===== config.mk =====
export PLATFORM = sky130hd
export DESIGN_NAME = seg_scan
export DESIGN_NICKNAME = d
export VERILOG_FILES = /design/src/rtl/seg_scan.sv
export SDC_FILE = /design/constraint.sdc
export NUM_CORES = 1
export LEC_CHECK = 0
export ABC_AREA = 1
export CAP_MARGIN = 20
export CORE_MARGIN = 3
export CORE_UTILIZATION = 30
export DETAILED_ROUTE_END_ITERATION = 12
export PLACE_DENSITY = 0.46
export SYNTH_ARGS = -nofsm -noshare
export SYNTH_HDL_FRONTEND = slang
export SYNTH_SLANG_ARGS = --single-unit

===== constraint.sdc =====
create_clock -name clk -period 2.44 [get_ports clk]
set_input_delay 0.366 -clock clk [delete_from_list [all_inputs] [get_ports clk]]
set_output_delay 0.366 -clock clk [all_outputs]
set_load 0.02 [all_outputs]

===== src/rtl/seg_scan.sv =====
// rtl/seg_scan.sv - eight-digit multiplexed seven-segment scanner with frame-aligned value update
// Optional leading-zero blanking: define SEG_SCAN_LZB_EN.
module seg_scan #(
    parameter int CLK_DIV   = 100000,
    parameter int BLANK_CYC = 2000
) (
    input  logic        clk,
    input  logic        rst,
    input  logic        enable,
    input  logic        load,
    input  logic [31:0] din,
    output logic [4:0]  num,
    output logic [7:0]  an,
    output logic        pending,
    output logic        frame_tick
);

    localparam int PW = (CLK_DIV > 2) ? $clog2(CLK_DIV) : 1;
    localparam logic [PW-1:0] TC_VAL    = PW'(CLK_DIV - 1);
    localparam logic [PW-1:0] BLANK_VAL = PW'(BLANK_CYC);

    typedef enum logic [1:0] {
        S_OFF,
        S_BLANK,
        S_DRIVE
    } state_t;

    // With no blanking interval every slot starts straight in DRIVE.
    localparam state_t SLOT_START = (BLANK_CYC == 0) ? S_DRIVE : S_BLANK;

    state_t         state, state_d;
    logic [PW-1:0]  presc, presc_d;
    logic [2:0]     idx, idx_d;
    logic [31:0]    active, active_d;
    logic [31:0]    shadow, shadow_d;
    logic           pending_d;
    logic           tc;
    logic           boundary;
    logic [4:0]     num_d;
    logic [7:0]     an_d;

    function automatic logic [4:0] digit_code(input logic [31:0] val, input logic [2:0] k);
        logic [3:0] nib;
        nib = val[{k, 2'b00} +: 4];
`ifdef SEG_SCAN_LZB_EN
        if ((k != 3'd0) && ((val >> {k, 2'b00}) == 32'd0)) begin
            return 5'h10;
        end
`endif
        return {1'b0, nib};
    endfunction

    assign tc       = (presc == TC_VAL);
    assign boundary = (state != S_OFF) && tc && (idx == 3'd7);

    always_comb begin
        state_d = state;
        presc_d = presc;
        idx_d   = idx;
        if (!enable) begin
            state_d = S_OFF;
            presc_d = '0;
            idx_d   = '0;
        end else begin
            case (state)
                S_OFF: begin
                    state_d = SLOT_START;
                    presc_d = '0;
                    idx_d   = '0;
                end
                S_BLANK: begin
                    presc_d = presc + 1'b1;
                    if (presc_d == BLANK_VAL) begin
                        state_d = S_DRIVE;
                    end
                end
                S_DRIVE: begin
                    if (tc) begin
                        presc_d = '0;
                        idx_d   = idx + 3'd1;
                        state_d = SLOT_START;
                    end else begin
                        presc_d = presc + 1'b1;
                    end
                end
                default: begin
                    state_d = S_OFF;
                    presc_d = '0;
                    idx_d   = '0;
                end
            endcase
        end
    end

    // Display value update: immediate when disabled or on the boundary, otherwise parked in shadow.
    always_comb begin
        active_d  = active;
        shadow_d  = shadow;
        pending_d = pending;
        if (!enable || boundary) begin
            if (load) begin
                active_d = din;
                shadow_d = din;
            end else if (pending) begin
                active_d = shadow;
            end
            pending_d = 1'b0;
        end else if (load) begin
            shadow_d  = din;
            pending_d = 1'b1;
        end
    end

    // num tracks the next-cycle index; an is taken from the current state so it lags num by one.
    always_comb begin
        num_d = 5'h10;
        if (state_d != S_OFF) begin
            num_d = digit_code(active_d, idx_d);
        end
        an_d = 8'hFF;
        if (state == S_DRIVE) begin
            an_d = ~(8'b1 << idx);
        end
    end

    always_ff @(posedge clk) begin
        if (rst) begin
            state      <= S_OFF;
            presc      <= '0;
            idx        <= '0;
            active     <= '0;
            shadow     <= '0;
            pending    <= 1'b0;
            frame_tick <= 1'b0;
            num        <= 5'h10;
            an         <= 8'hFF;
        end else begin
            state      <= state_d;
            presc      <= presc_d;
            idx        <= idx_d;
            active     <= active_d;
            shadow     <= shadow_d;
            pending    <= pending_d;
            frame_tick <= boundary;
            num        <= num_d;
            an         <= an_d;
        end
    end

endmodule


==> Yosys cells after proc, flatten, opt, wreduce, memory -nomap -nowiden <==
Index checks and enable logic that the tools add are counted.
{ "totals": {"register_bits": 101, "output_inout_bits": 15, "latch_bits": 0, "rom_bits": 0, "ramBits": 0, "memories": 0, "elab_cells": 47} }
{ "classes": {"multipliers": 0, "n_mux": 13, "div": 0, "n_shift": 2, "reduce_logical": 11, "n_bitwise": 4, "addsub": 2, "order_cmp": 0, "eq_ne": 5} }
{ "ops": {"columns": ["cell", "n"], "rows": [
  ["2-to-1 mux 32 bit", 3],
  ["case mux 17 bit (2 select lines)", 1],
  ["variable part select 32 x 6 -> 4 bit", 1],
  ["adder 17 x 1 -> 17 bit (second input constant)", 1],
  ["== test 17 x 11 -> 1 bit (second input constant)", 1],
  ["== test 17 bit (second input constant)", 1],
  ["2-to-1 mux 17 bit", 1],
  ["inverter 8 bit", 1],
  ["OR reduction 2 bit", 4],
  ["<< shifter 1 x 3 -> 8 bit (first input constant)", 1],
  ["2-to-1 mux 2 bit", 3],
  ["2-to-1 mux 3 bit", 2],
  ["case mux 2 bit (3 select lines)", 1],
  ["case mux 3 bit (2 select lines)", 1],
  ["2-to-1 mux 5 bit", 1],
  ["nonzero test 2 bit", 2],
  ["adder 3 x 1 -> 3 bit (second input constant)", 1],
  ["== test 3 bit (second input constant)", 1],
  ["inverter 1 bit", 3],
  ["== test 2 x 1 -> 1 bit (second input constant)", 1],
  ["== test 2 bit (second input constant)", 1],
  ["logical AND 1 bit", 2],
  ["zero test 2 bit", 1],
  ["zero test 1 bit", 1],
  ["logical OR 1 bit", 1]
]} }

==> Longest topological paths before layout <==
Gate-level depths: netlist of run 1.
{ "logic_depth": {"depth_word": 8, "mapped_depth": 17, "mapped_depth_nobuf": 17} }

==> Worst setup path after synthesis of run 1 <==
Ideal clock, no wire load.
{ "synth_path": {"path_type": "register to register", "start": "register idx[0]", "end": "register num[0]", "arrival_time_ps": 1765, "setup_time_ps": 109, "stages_incl_launch_ff": 17, "period_less_slack_ps": 1874, "n_path_buf": 1, "required_ps": 2331, "slack_ps": 566, "path_cell_list": "dfxtp_1 -> ha_1 -> ha_1 -> inv_1 -> nor2_1 -> nand4_4 -> nand2_4 -> buf_8 -> nand2_1 -> nand2_1 -> nand2_1 -> nand3_1 -> nand2_1 -> nand2_1 -> nand2_1 -> nand2_1 -> inv_1"} }
{ "synth_via": {"elab_chain_len": 5} }
{ "synth_lines": {"columns": ["element", "line_no", "text"], "rows": [
  ["start, declared", "33", "logic [2:0] idx, idx_d;"],
  ["start signal, assigned", "140", "idx <= idx_d;"],
  ["adder 3 x 1 -> 3 bit / == test 3 bit (equally long branches)", "80, 54", null],
  ["2-to-1 mux 3 bit / logical AND 1 bit (equally long branches)", "78, 54", null],
  ["case mux 3 bit (2 select lines) / logical OR 1 bit (equally long branches)", "65, 100", null],
  ["2-to-1 mux 3 bit / 2-to-1 mux 32 bit (equally long branches)", "60, 100", null],
  ["variable part select 32 x 6 -> 4 bit (*)", "44", "nib = val[{k, 2'b00} +: 4];"],
  ["end signal, assigned", "145", "num <= num_d;"],
  ["end, declared", "12", "output logic [4:0] num,"]
]} }
Every way passes the cells marked *; elsewhere a longest branch is shown, timed or not.
A chain may end at the register's enable or synchronous reset.

==> Worst setup path in the final report of run 1 <==
{ "layout_path": {"start": "register presc[0]", "end": "register num[1]"} }
{ "layout_via": {"elab_chain_len": 8} }
{ "layout_lines": {"columns": ["element", "line_no", "text"], "rows": [
  ["start, declared", "32", "logic [PW-1:0] presc, presc_d;"],
  ["start signal, assigned", "139", "presc <= presc_d;"],
  ["adder 17 x 1 -> 17 bit", "72", "presc_d = presc + 1'b1;"],
  ["== test 17 x 11 -> 1 bit", "73", "if (presc_d == BLANK_VAL) begin"],
  ["2-to-1 mux 2 bit", "73", null],
  ["case mux 2 bit (3 select lines)", "65", "case (state)"],
  ["2-to-1 mux 2 bit", "60", "if (!enable) begin"],
  ["nonzero test 2 bit", "117", "if (state_d != S_OFF) begin"],
  ["inverter 1 bit (no source line)", null, null],
  ["OR reduction 2 bit (no source line)", null, null]
]} }
Parallel ways exist; a longest one is shown, timed or not.

==> results of run 1 <==
cell usage in the layout, fill, tap and decap left out, drive strengths merged:
cell type and count:
ha 12, clkinvlp 1, xnor2 1, a21oi 63
buf 19, a211o 1, nand3b 1, clkbuf 9
nor3 1, nand4 5, o21a 16, nor2b 1
xor2 3, bufinv 1, a21boi 10, nand2 233
o21bai 1, dfxtp 101, nor2 109, clkdlybuf4s50 49
o21ai 38, inv 80, nand3 54, clkinv 5
state kept, by name, indices dropped and copies added, names as in the netlist:
name        cells
idx             3
num             5
shadow         32
pending         1
state           2
frame_tick      1
an              8
presc          17
active         32
worst max path at each step:
stage,end,slack (ps),depth (start not counted)
floorplan,num[0],570,16
global placement,num[3],240,12
detailed placement,num[3],230,9
CTS,num[3],220,13
global route,num[3],30,13
finish,num[1],220,15
layout make-up:
class	instances	area share
repair buffers	68	0.1085
well taps	220	0.04389
multi-input cells	549	0.4304
flip-flops and latches	101	0.3224
clock inverters	6	0.01038
inverters	81	0.04848
clock buffers	9	0.03591
critical path, stage by stage, from the launching register on:
cell and delay [ps]:
dfxtp_1 400, ha_1 250, nand3_4 150, nor2_8 160, nand4_4 120, nand2_4 200, buf_12 190, nand2_1 60
o21ai_1 140, nand2_1 90, nand3_1 90, nand2_1 60, nand2_1 70, nand2_1 50, nand2_1 50, inv_1 40
synth_stat cells (all sizes together):
library cell / instances / share of area
a211o: 1 / 0.0017
a21boi: 10 / 0.014
a21oi: 63 / 0.063
buf: 15 / 0.025
clkbuf: 21 / 0.015
clkinv: 1 / 0.00072
dfxtp: 101 / 0.39
ha: 12 / 0.029
inv: 80 / 0.057
nand2: 233 / 0.17
nand3: 54 / 0.056
nand3b: 1 / 0.0014
nand4: 5 / 0.012
nor2: 109 / 0.088
nor2b: 1 / 0.0012
nor3: 1 / 0.00095
o21a: 16 / 0.023
o21ai: 38 / 0.044
o21bai: 1 / 0.0014
xnor2: 1 / 0.0017
xor2: 3 / 0.0050
power by group:
part	internal (mW)	switching [mW]	leakage, nW
sequential	1.72	0.0361	0.828
clock	0.790	0.647	0.141
combinational	0.196	0.258	1.80
total	2.70	0.941	2.77
metal layers:
| layer | wire length, um | global-route usage | share of wire |
|---|---|---|---|
| met5 | 0 | 0 | 0 |
| met4 | 172 | 0.04368 | 0.013 |
| met3 | 461 | 0.02314 | 0.035 |
| met2 | 5965 | 0.2153 | 0.45 |
| met1 | 6704 | 0.1997 | 0.50 |
kinds of logic (layout without fill, tap and decap cells):
logic type                 after synthesis  after routing  share of synthesized area
and+or+nand+nor                        404            404                     0.3323
AOI/OAI and AO/OA                      129            129                     0.1476
buffers and inverters                  117            164                    0.09866
DFF                                    101            101                     0.3860
adders and majority gates               12             12                    0.02867
xor gates and xnor gates                 4              4                   0.006690
==> out/results.tsv, run 1 <==
stage	metric	value	unit
clocking	PostCTS Resize Cnt	0	
die	core area	16820	um2
placed_design	DP HPWL	9604	um
worst_hold_path	hold path depth	3	
clocking	clock tree buffer depth	2	
synth	post-synthesis sequential area ratio	0.3860	
timing	fin crit period	2221	ps
setup_path	r2r setup slk	220	ps
timing	final-report setup violation count	0	
final_layout	Area growth syn-to-layout	19.73	%
final_layout	FF/Latch Area	2022	um2
power_and_ir_drop	worst vdd ir	0.0003032	V
clocking	CTS tree	built	
timing	max_slew headroom	0.4845	
setup_path	Worst Setup Path Type	reg -> reg	
setup_path	startpoint types	flip-flop	
setup_path	Worst Reg2Reg Path Length in Cells	15	
setup_path	Crit. Startpoint	presc[0]	
die	DIE AREA	19080	um2
timing	Final WS setup	218.9	ps
power_and_ir_drop	power density cells	581.3	nW/um2
setup_path	WP data required	2690	ps
grt	initial antenna violation count	0	
synth	cell area after synthesis	5238	um2
final_layout	ANT cells	0	
power_and_ir_drop	leakage power total	2.766	nW
clocking	root buffer cell	clkbuf_16	
final_layout	final core occ	0.3729	
synth	Cell variety after synth	38	
synth	net count after synthesis	815	
timing	clock skew	8.744	ps
final_layout	fill cell count	1832	
worst_hold_path	Worst Hold Launch	rst	
placed_design	dpl cells	1019	
worst_hold_path	hold endpoint	an[7]	
detailed_routing	initial DRC count	292	
grt	first-pass GRT wire length	22220	um
power_and_ir_drop	Power Total	3.645	mW
timing	final worst-path cycle share	0.9103	
placed_design	GP Congestion	0.7860	
clocking	Num CTS Buffers	9	
worst_hold_path	HP Class	in -> reg	
die	die width	138.1	um
final_layout	multi-input logic area	2699	um2
clocking	cts hold-fix bufs	0	
clocking	Reg clk slew, reported paths	70	ps
timing	Max Clk Rate	0.4502	GHz
clocking	clock sinks	101	
timing	final hold vios	0	
timing	unrepaired setup endpoints after global routing	false	
detailed_routing	Total Wirelength	13300	um
detailed_routing	DR vias	4758	
placed_design	worst slack, placed	229.5	ps
status	status	finished clean	
detailed_routing	post-route ant nets	0	
setup_path	reg2reg end	num[1]	
clocking	H-tree levels	3	
final_layout	nets	858	
final_layout	final non-filler cell total	1034	
synth	cells after synthesis	767	
die	die height	138.1	um
grt	vias in the first global route	4490	
grt	Tot GR Track Use	0.1396	
setup_path	Crit. End Element	flip-flop	
die	row cnt	47	
clocking	postcts setup bufs	0	
detailed_routing	vias per cell	4.602	
setup_path	Worst EP arrival	2470	ps
detailed_routing	DR WL/cell	12.87	um
setup_path	Critical R2R Launch	presc[0]	
flow_run	MaxCap Viol Count	0	
die	Starting Density	0.3114	
timing	Fin Hold WS	340.3	ps
detailed_routing	DR pass1 iterations	5	
die	IO Count	51	
detailed_routing	number of remaining DRC errors	0	
clocking	Worst-Skew Late Latency	350	ps
timing	Fin Setup TNS	0	ps
grt	global route overflow	0	
grt	largest net degree at the start of global routing	69	
timing	Least-Margin Pin Slew	773.2	ps
synth	Synth Register Bits	101	
synth	Ys Warns	0	
final_layout	share of cells above drive strength 1	0.09091	
setup_path	Crit Path Max Fanout	20	
placed_design	placed inst area	5981	um2
synth	mean area per synthesized cell	6.829	um2
final_layout	Final Instance Area	6271	um2
timing	Slew Limit Fails	0	
placed_design	Port Buffers	50	
Power figures use the tool's default switching activity.
==> inputs of run 2 (changes only) <==
==> constraint.sdc (replaced) <==
create_clock -name clk -period 2.6 [get_ports clk]
set_input_delay 0.39 -clock clk [delete_from_list [all_inputs] [get_ports clk]]
set_output_delay 0.39 -clock clk [all_outputs]
set_load 0.02 [all_outputs]
==> out/results.tsv, run 2 (synthesis results as in run 1) <==
stage	metric	value	unit	change
final_layout	nets	855		-0.35%
detailed_routing	met2 wire len	5995	um	+0.50%
detailed_routing	DR WL/cell	12.89	um	+0.20%
detailed_routing	WL met1	6748	um	+0.66%
power_and_ir_drop	leakage power total	2.746	nW	-0.71%
timing	max_slew headroom	0.4793		-0.005219
clocking	cts hold-fix bufs	0		unchanged
final_layout	commonest cells after routing, fill and taps aside	222 x nand2_1, 102 x nor2_1, 101 x dfxtp_1		
detailed_routing	number of remaining DRC errors	0		unchanged
placed_design	Port Buffers	50		unchanged
clocking	root buffer cell	clkbuf_16		
grt	first-pass GRT wire length	22780	um	+2.5%
clocking	Reg clk slew, reported paths	70	ps	about the same
clocking	postcts setup bufs	0		unchanged
grt	initial antenna violation count	0		unchanged
clocking	CTS tree	built		
final_layout	share of cells above drive strength 1	0.08867		-0.002239
grt	largest net degree at the start of global routing	69		unchanged
die	die width	138.1	um	unchanged
clocking	PostCTS Resize Cnt	0		unchanged
detailed_routing	top layer in use	met4		
timing	fin crit period	2232	ps	+10.61 ps
detailed_routing	Total Wirelength	13300	um	about the same
flow_run	MaxCap Viol Count	0		unchanged
timing	Fin Setup TNS	0	ps	unchanged
grt	global route overflow	0		unchanged
timing	clock skew	11.06	ps	+2.318 ps
clocking	H-tree levels	3		unchanged
die	die height	138.1	um	unchanged
clocking	clock tree buffer depth	2		unchanged
timing	final hold vios	0		unchanged
setup_path	Crit Path Max Fanout	23		+15%
die	IO Count	51		unchanged
worst_hold_path	HP Class	in -> reg		
grt	vias in the first global route	4692		+4.5%
power_and_ir_drop	power density cells	555.6	nW/um2	-4.4%
die	core area	16820	um2	unchanged
placed_design	DP HPWL	9541	um	-0.66%
setup_path	Worst EP arrival	2470	ps	about the same
clocking	clock sinks	101		unchanged
setup_path	Crit. End Element	flip-flop		
detailed_routing	Detail Route met3 WL	374	um	-19%
timing	final-report setup violation count	0		unchanged
status	status	finished clean		
power_and_ir_drop	Power Total	3.475	mW	-4.7%
timing	Max Clk Rate	0.4481	GHz	-0.48%
placed_design	GP Congestion	0.7952		+1.2%
timing	Slew Limit Fails	0		unchanged
clocking	Worst-Skew Late Latency	350	ps	about the same
die	row cnt	47		unchanged
setup_path	Worst Setup Path Type	reg -> reg		
final_layout	top flop regs	active x32, shadow x32, presc x17		
final_layout	Area growth syn-to-layout	19.42	%	
grt	Tot GR Track Use	0.1429		+0.003333
detailed_routing	vias per cell	4.517		-1.8%
setup_path	startpoint types	flip-flop		
final_layout	leading cell type in the layout, fill and taps excluded	nand2_1		
timing	Final WS setup	368.3	ps	+149.4 ps
placed_design	worst slack, placed	357.1	ps	+127.6 ps
detailed_routing	DR vias	4662		-2.0%
timing	unrepaired setup endpoints after global routing	false		
clocking	Num CTS Buffers	9		unchanged
detailed_routing	DR pass1 iterations	4		-1
timing	final worst-path cycle share	0.8584		-0.05194
timing	Least-Margin Pin Slew	781.0	ps	+7.829 ps
detailed_routing	post-route ant nets	0		unchanged
power_and_ir_drop	worst vdd ir	0.0002826	V	-6.8%
setup_path	WP data required	2840	ps	+150 ps
final_layout	ANT cells	0		unchanged
die	DIE AREA	19080	um2	unchanged
die	Starting Density	0.3114		unchanged
detailed_routing	initial DRC count	241		-17%
==> run 2: through the flow <==
stage / utilization / hold slack (ps) / instance area, um2 / instances
after CTS: 0.3719 / 356.0 / 6255 / 1032
after floorplan: - / 435.9 / 5238 / 767
after global placement: 0.3535 / 448.4 / 5946 / 1016
final: 0.3719 / 364.3 / 6255 / 1032
after detailed placement: 0.3535 / 453.9 / 5946 / 1016
after global routing: 0.3719 / 395.7 / 6255 / 1032
==> run 2: worst paths after layout <==
check,from,endpoint,cells after the start,slack [ps]
setup / recovery,idx[0],num[3],13,370
hold reg to reg,shadow[10],shadow[10],2,460
setup reg to reg,idx[0],num[3],13,370
hold / removal,rst,an[7],3,360
==> run 2: cell type report <==
| cell class | count | area [um2] |
|---|---|---|
| clock inverter | 6 | 70.07 |
| fill | 1804 | 10560 |
| multi-input combinational | 549 | 2699 |
| inverter | 81 | 304.0 |
| clock buffer | 10 | 239.0 |
| tap | 220 | 275.3 |
| sequential | 101 | 2022 |
| timing repair buffer | 65 | 645.6 |
==> run 2: critical path, cell delays in order, from the launching register on <==
cell and delay, ps:
dfxtp_1 360, ha_1 230, ha_1 200, inv_1 60, nor2_1 60, nand4_4 100
nand2_4 110, buf_12 190, o21ai_0 420, nand2_1 120, nand3_1 110, nand3_1 60
nand2_1 70, nor2_1 40
==> run 2: report_power, final <==
part | internal (mW) | switching [mW] | leakage [nW]
combinational | 0.182 | 0.242 | 1.78
clock | 0.778 | 0.627 | 0.141
sequential | 1.61 | 0.0330 | 0.828
==> run 2: per-layer routing <==
metal / vias up / GRT usage
met3: 10 / 0.02244
met1: 2098 / 0.1972
met4: 0 / 0.04836
li1: 2495 / -
met2: 59 / 0.2284
met5: - / 0
